`src/rtl/project_select_ctrl.sv`:
```
`default_nettype none
// ============================================================================
// project_select_ctrl : Wishbone-programmed one-hot project enable with a
//                       forced all-inactive gap on every change.  Rev 1.0
// ============================================================================
module project_select_ctrl #(
  parameter int          NUM_PROJECTS = 8,
  parameter logic [31:0] BASE_ADDR    = 32'h3000_0000
) (
  input  logic                    wb_clk_i,
  input  logic                    wb_rst_n_i,
  input  logic                    wbs_stb_i,
  input  logic                    wbs_cyc_i,
  input  logic                    wbs_we_i,
  input  logic [3:0]              wbs_sel_i,
  input  logic [31:0]             wbs_dat_i,
  input  logic [31:0]             wbs_adr_i,
  output logic                    wbs_ack_o,
  output logic [31:0]             wbs_dat_o,
  output logic [NUM_PROJECTS-1:0] active_o,
  output logic                    busy_o,
  output logic                    switch_irq_o
);

  typedef enum logic [1:0] {
    ST_STABLE = 2'd0,
    ST_DRAIN  = 2'd1,
    ST_APPLY  = 2'd2
  } state_e;

  localparam logic [4:0] NP = 5'(NUM_PROJECTS);

  state_e                  state_q, state_d;
  logic [7:0]              cnt_q, cnt_d;
  logic [7:0]              gap_q, gap_d;
  logic [3:0]              req_idx_q, req_idx_d;
  logic                    req_en_q, req_en_d;
  logic [3:0]              cur_idx_q, cur_idx_d;
  logic                    cur_en_q, cur_en_d;
  logic [NUM_PROJECTS-1:0] active_q, active_d;
  logic                    irq_q, irq_d;
  logic                    ack_q, ack_d;
  logic [31:0]             dat_q, dat_d;

  logic       in_win, accept, wr, rd;
  logic [1:0] off;
  logic       tgt_en, pending, busy;
  logic       unused_ok;

  assign in_win  = (wbs_adr_i[31:4] == BASE_ADDR[31:4]);
  assign accept  = wbs_stb_i & wbs_cyc_i & ~ack_q & in_win;
  assign wr      = accept & wbs_we_i;
  assign rd      = accept & ~wbs_we_i;
  assign off     = wbs_adr_i[3:2];
  assign tgt_en  = req_en_q && ({1'b0, req_idx_q} < NP);
  // When the current config is disabled its index is irrelevant.
  assign pending = (tgt_en != cur_en_q) || (tgt_en && (req_idx_q != cur_idx_q));
  assign busy    = (state_q != ST_STABLE);

  assign unused_ok = &{1'b0, wbs_sel_i[3:2], wbs_dat_i[31:9], wbs_adr_i[1:0]};

  always_comb begin
    state_d   = state_q;
    cnt_d     = cnt_q;
    gap_d     = gap_q;
    req_idx_d = req_idx_q;
    req_en_d  = req_en_q;
    cur_idx_d = cur_idx_q;
    cur_en_d  = cur_en_q;
    active_d  = active_q;
    irq_d     = 1'b0;
    ack_d     = accept;
    dat_d     = 32'd0;

    if (rd) begin
      case (off)
        2'd0:    dat_d = {23'd0, req_en_q, 4'd0, req_idx_q};
        2'd1:    dat_d = {24'd0, gap_q};
        2'd2:    dat_d = {21'd0, pending, busy, cur_en_q, 4'd0, cur_idx_q};
        default: dat_d = 32'd0;
      endcase
    end

    if (wr && off == 2'd0) begin
      if (wbs_sel_i[0]) req_idx_d = wbs_dat_i[3:0];
      if (wbs_sel_i[1]) req_en_d  = wbs_dat_i[8];
    end
    if (wr && off == 2'd1 && wbs_sel_i[0]) gap_d = wbs_dat_i[7:0];

    case (state_q)
      ST_STABLE: begin
        if (pending) begin
          state_d  = ST_DRAIN;
          cnt_d    = gap_q;
          active_d = '0;
        end
      end
      ST_DRAIN: begin
        active_d = '0;
        if (cnt_q == 8'd0) state_d = ST_APPLY;
        else               cnt_d   = cnt_q - 8'd1;
      end
      ST_APPLY: begin
        // Whatever target is in force now wins, even if it equals the old one.
        cur_en_d  = tgt_en;
        cur_idx_d = tgt_en ? req_idx_q : 4'd0;
        active_d  = tgt_en ? (NUM_PROJECTS'(1) << req_idx_q) : '0;
        irq_d     = 1'b1;
        state_d   = ST_STABLE;
      end
      default: begin
        active_d = '0;
        state_d  = ST_STABLE;
      end
    endcase
  end

  always_ff @(posedge wb_clk_i or negedge wb_rst_n_i) begin
    if (!wb_rst_n_i) begin
      state_q   <= ST_STABLE;
      cnt_q     <= 8'd0;
      gap_q     <= 8'd4;
      req_idx_q <= 4'd0;
      req_en_q  <= 1'b0;
      cur_idx_q <= 4'd0;
      cur_en_q  <= 1'b0;
      active_q  <= '0;
      irq_q     <= 1'b0;
      ack_q     <= 1'b0;
      dat_q     <= 32'd0;
    end else begin
      state_q   <= state_d;
      cnt_q     <= cnt_d;
      gap_q     <= gap_d;
      req_idx_q <= req_idx_d;
      req_en_q  <= req_en_d;
      cur_idx_q <= cur_idx_d;
      cur_en_q  <= cur_en_d;
      active_q  <= active_d;
      irq_q     <= irq_d;
      ack_q     <= ack_d;
      dat_q     <= dat_d;
    end
  end

  assign wbs_ack_o    = ack_q;
  assign wbs_dat_o    = dat_q;
  assign active_o     = active_q;
  assign busy_o       = busy;
  assign switch_irq_o = irq_q;

  a_onehot0 : assert property (@(posedge wb_clk_i) disable iff (!wb_rst_n_i)
                               $onehot0(active_q));

endmodule
`default_nettype wire
```
`config.mk`:
```
export PLATFORM = sky130hd
export DESIGN_NAME = project_select_ctrl
export DESIGN_NICKNAME = d
export VERILOG_FILES = /design/src/rtl/project_select_ctrl.sv
export SDC_FILE = /design/constraint.sdc
export NUM_CORES = 1
export LEC_CHECK = 0
export CORE_MARGIN = 4
export CORE_UTILIZATION = 44
export CTS_CLUSTER_DIAMETER = 30
export DETAILED_ROUTE_END_ITERATION = 6
export PLACE_DENSITY = 0.86
export SLEW_MARGIN = 30
export SYNTH_ARGS = -nofsm -noshare
export SYNTH_HDL_FRONTEND = slang
export SYNTH_SLANG_ARGS = --single-unit
```
`constraint.sdc`:
```
create_clock -name wb_clk_i -period 5.15 [get_ports wb_clk_i]
set_input_delay 1.03 -clock wb_clk_i [delete_from_list [all_inputs] [get_ports wb_clk_i]]
set_output_delay 1.03 -clock wb_clk_i [all_outputs]
set_load 0.05 [all_outputs]
```
# After elaboration in Yosys (flattened, before gate mapping)
# Index checks and enable logic that the tools add are counted.
# word_totals
register_bits,70
in_bits,73
elab_cells,59
# op_classes
n_addsub,1
n_lt_le_gt_ge,1
n_eq_ne,10
shift,1
n_mux,13
n_bitwise,7
n_reduce_logical,15
# op_table
cell,count
11-bit one-hot mux with 3 select lines,1
32-bit two-way mux,1
8-bit two-way mux,4
8-bit one-hot mux with 2 select lines,2
"28-bit by 26-bit equality test with 1-bit output, second input constant",1
8-bit zero test,1
"1-bit by 4-bit << shifter with 8-bit output, first input constant",1
"8-bit by 1-bit subtractor with 8-bit output, second input constant",1
"2-bit inequality test, second input constant",3
2-bit AND reduction,3
1-bit bitwise AND,5
1-bit logical AND,5
"2-bit by 1-bit equality test with 1-bit output, second input constant",2
"2-bit equality test, second input constant",2
2-bit zero test,2
"4-bit less-than comparator, second input constant",1
2-bit two-way mux,2
4-bit two-way mux,1
4-bit inequality test,1
2-bit one-hot mux with 2 select lines,1
2-bit nonzero test,2
3-bit AND reduction,1
1-bit NOT,2
1-bit logical OR,1
2 further kinds,2

# Depth between registers and ports, before layout
# depth
depth_word,6
ltp_mapped,7

# Worst setup path before layout
# No wires, ideal clock.
# synth_timing
kind,input-to-reg
startpoint,input wbs_adr_i[22]
endpoint,register gap_q[0]
t_arrival_ns,2.525
path_slack_ns,2.500
stages,6
n_path_buf,1
path_cell_list,nor4_1 nand4b_1 nor4_4 and4_1 buf_6 mux2_2
# synth_between
elab_chain_len,5
# synth_lines
element,line,text
start: declaration,17,"input logic [31:0] wbs_adr_i,"
28-bit by 26-bit equality test with 1-bit output,50,assign in_win = (wbs_adr_i[31:4] == BASE_ADDR[31:4]);
1-bit bitwise AND,51,assign accept = wbs_stb_i & wbs_cyc_i & ~ack_q & in_win;
net accept,45,"logic in_win, accept, wr, rd;"
1-bit bitwise AND,52,assign wr = accept & wbs_we_i;
1-bit logical AND (2 in series),88,if (wr && off == 2'd1 && wbs_sel_i[0]) gap_d = wbs_dat_i[7:0];
end signal: assignment,134,gap_q <= gap_d;
end: declaration,35,"logic [7:0] gap_q, gap_d;"
# The timed path passes the listed nets, and every way through them passes these cells.
# A chain may end at the register's enable or synchronous reset.

# Worst setup path in the final report
# layout_timing
startpoint,input wbs_adr_i[22]
endpoint,register gap_q[7]
# The elaborated chain is that of the path after synthesis.

==> results.sh <==
export IMPL_tightest_slew_ns=0.610
export IMPL_antenna_found_initial=0
export IMPL_ys_seq_area_frac=0.509
export IMPL_setup_viol=0
export IMPL_syn_to_final_growth_pct=29.8
export IMPL_clock_sinks=49
export IMPL_core_area_um2=5200
export IMPL_drtIter0Drc=126
export IMPL_clockBufferDepth=2
export IMPL_slowest_delay_ns=0.53
export IMPL_dieArea_um2=6730
export IMPL_grt_pass1_wl_um=8430
export IMPL_cpMaxStageDelayCell="and4_1"
export IMPL_hold_viol_final=0
export IMPL_total_power_mw=0.692
export IMPL_cp_end_kind="register"
export IMPL_yosys_cell_types_count=42
export IMPL_nets=365
export IMPL_worst_endpoint_arrival_ns=3.27
export IMPL_syn_area_um2=2410
export IMPL_dr_pass1_iters=4
export IMPL_start_util=0.463
export IMPL_fin_skew_ns=0.00967
export IMPL_p_per_area_nw_per_um2=221
export IMPL_die_y_um=82.0
export IMPL_post_cts_buffers=0
export IMPL_grt_pass1_vias=1778
export IMPL_clk_pin_slew_ns=0.09
export IMPL_vias=1857
export IMPL_wl_um=5240
export IMPL_clock_latency_ns=0.31
export IMPL_cts_tree="done"
export IMPL_track_usage=0.164
export IMPL_final_common_cell="clkdlybuf4s50_1"
export IMPL_synth_seq_cells=49
export IMPL_finalMaxSlewViolations=0
export IMPL_layout_common_cells="66 x clkdlybuf4s50_1, 48 x dfrtp_1, 21 x conb_1, 20 x nor2_1, 15 x nand2_1"
export IMPL_start_kind="input pin"
export IMPL_ys_warn_count=0
export IMPL_p_leak_nw=1.42
export IMPL_rsz0062_at_grt="no"
export IMPL_row_count=26
export IMPL_hold_class="register to register"
export IMPL_clockRootBuffer="clkbuf_8"
export IMPL_drcViolationCount=0
export IMPL_cts_hold_fix_buffers=0
export IMPL_vias_per_cell=5.14
export IMPL_fin_crit_sh=0.596
export IMPL_drive_gt1_frac=0.0825
export IMPL_cp_required_ns=5.35
export IMPL_syn_inst=226
export IMPL_tns_ns=0
export IMPL_wl_per_cell_um=14.5
export IMPL_syn_avg_cell_area_um2=10.7
export IMPL_hpwl_um=4010
export IMPL_fmax_mhz=326
export IMPL_n_antenna_cell=0
export IMPL_pin_count=116
export IMPL_die_w_um=82.0
export IMPL_critPathBufInv=1
export IMPL_ir_drop_mv=0.147
export IMPL_io_buffers=67
export IMPL_cts_htree_levels=2
export IMPL_critPathKind="input pin to register"
export IMPL_numCtsBuffers=5
export IMPL_min_period_ns=3.07
export IMPL_grt_overflow_total=0
export IMPL_place_congestion=0.885
export IMPL_grt_start_max_net_pins=50
export IMPL_slew_headroom=0.593
export IMPL_path_delay_family="simple AND/OR/NAND/NOR gates"
export IMPL_outcome="complete, no violations"
export IMPL_crit_chain="clkdlybuf4s50_1 > nor4_1 > nand4b_1 > nor4_4 > and4_1 > mux2_2"
export IMPL_path_max_fanout=9
export IMPL_ctsResizeCount=0
export IMPL_cap_violations=0
export IMPL_detail_route_antenna_nets=0
-- state kept, by name (all words and copies together), names as in the netlist --
name,cells
active_o,8
cnt_q,8
wbs_dat_o,11
req_idx_q,4
state_q,2
gap_q,8
cur_idx_q,4
switch_irq_o,1
cur_en_q,1
req_en_q,1
wbs_ack_o,1
-- per-stage QoR --
| step | std cells | utilization | setup slack [ns] | area [µm²] | hold WS (ns) |
|---|---|---|---|---|---|
| after floorplan | 246 | - | 2.50 | 2490 | 0.472 |
| final | 361 | 0.601 | 2.08 | 3130 | 0.507 |
| after detailed placement | 353 | 0.585 | 1.76 | 3040 | 0.487 |
| after global routing | 361 | 0.601 | 1.95 | 3130 | 0.536 |
| after global placement | 353 | 0.584 | 1.77 | 3040 | 0.487 |
| after CTS | 361 | 0.601 | 2.07 | 3130 | 0.512 |
-- per-layer routing --
layer / track usage / vias to the layer above / routed length [µm] / part of all wire
met3: 0.0450 / 7 / 394 / 0.075
li1: - / 886 / - / -
met4: 0.0598 / 0 / 61 / 0.012
met1: 0.211 / 901 / 2310 / 0.44
met2: 0.263 / 63 / 2480 / 0.47
met5: 0 / - / 0 / 0
-- power breakdown --
| part | switching, mW | internal [mW] | total (mW) |
|---|---|---|---|
| Combinational | 0.0501 | 0.0320 | 0.0821 |
| Clock | 0.129 | 0.0958 | 0.225 |
| Sequential | 0.00000000303 | 0.384 | 0.384 |
| Total | 0.179 | 0.512 | 0.692 |
-- logic make-up after synthesis --
| family | count (synthesis) | synth area share |
|---|---|---|
| other | 1 | 0.00155 |
| and+or+nand+nor | 77 | 0.177 |
| muxes | 18 | 0.0814 |
| buffers and inverters | 36 | 0.0923 |
| DFF | 49 | 0.509 |
| adders and majority gates | 2 | 0.0104 |
| AOI/OAI and AO/OA | 40 | 0.118 |
| xor gates and xnor gates | 3 | 0.0109 |
-- final timing paths --
path,startpoint,end,slack (ns),depth (start not counted)
setup / recovery,wbs_adr_i[22],gap_q[7],2.08,6
hold / removal,active_o[7],active_o[7],0.51,1
setup reg to reg,state_q[1],cnt_q[5],3.09,5
hold reg to reg,active_o[7],active_o[7],0.51,1
max in group asynchronous,wb_rst_n_i,active_o[0],4.02,1
min in group asynchronous,wb_rst_n_i,req_idx_q[3],0.73,1
-- Yosys cell counts --
master	instances	area, µm²
a21o_1	3	22.5
mux2_2	13	146
nor4b_1	1	8.76
dfrtp_1	48	1200
buf_6	1	11.3
nor3b_1	2	15.0
nand4b_1	3	26.3
a32o_1	6	60.1
nor2b_1	6	37.5
a22oi_1	2	15.0
and4b_1	1	10.0
a211oi_1	1	7.51
mux2i_1	5	50.1
conb_1	1	3.75
a41oi_1	1	8.76
o311ai_0	1	8.76
ha_1	2	25.0
buf_2	1	5.00
nand2_1	15	56.3
o21ai_0	8	40.0
clkbuf_1	7	26.3
nor4_4	1	21.3
and2_1	6	37.5
o31ai_1	1	7.51
or2b_1	1	7.51
a22o_1	6	52.6
nand2b_1	3	18.8
inv_1	6	22.5
nor4_1	6	37.5
buf_4	21	158
a21oi_1	9	45.0
xnor2_1	3	26.3
o21a_1	1	7.51
nor2_1	20	75.1
and3_2	1	7.51
nand4_1	3	18.8
nand3_1	4	20.0
dfstp_2	1	26.3
and4_1	1	8.76
nor3_1	2	10.0
a311oi_1	1	8.76
nor4bb_1	1	10.0
-- area by class of cell --
class,instances,area [µm²]
fill,436,2070
sequential,49,1230
multi-input combinational,161,1040
timing repair buffer,67,668
tap,70,87.6
clock buffer,6,72.6
inverter,6,22.5
clock inverter,2,15.0
Note: power is estimated with default switching activity, not from simulation.
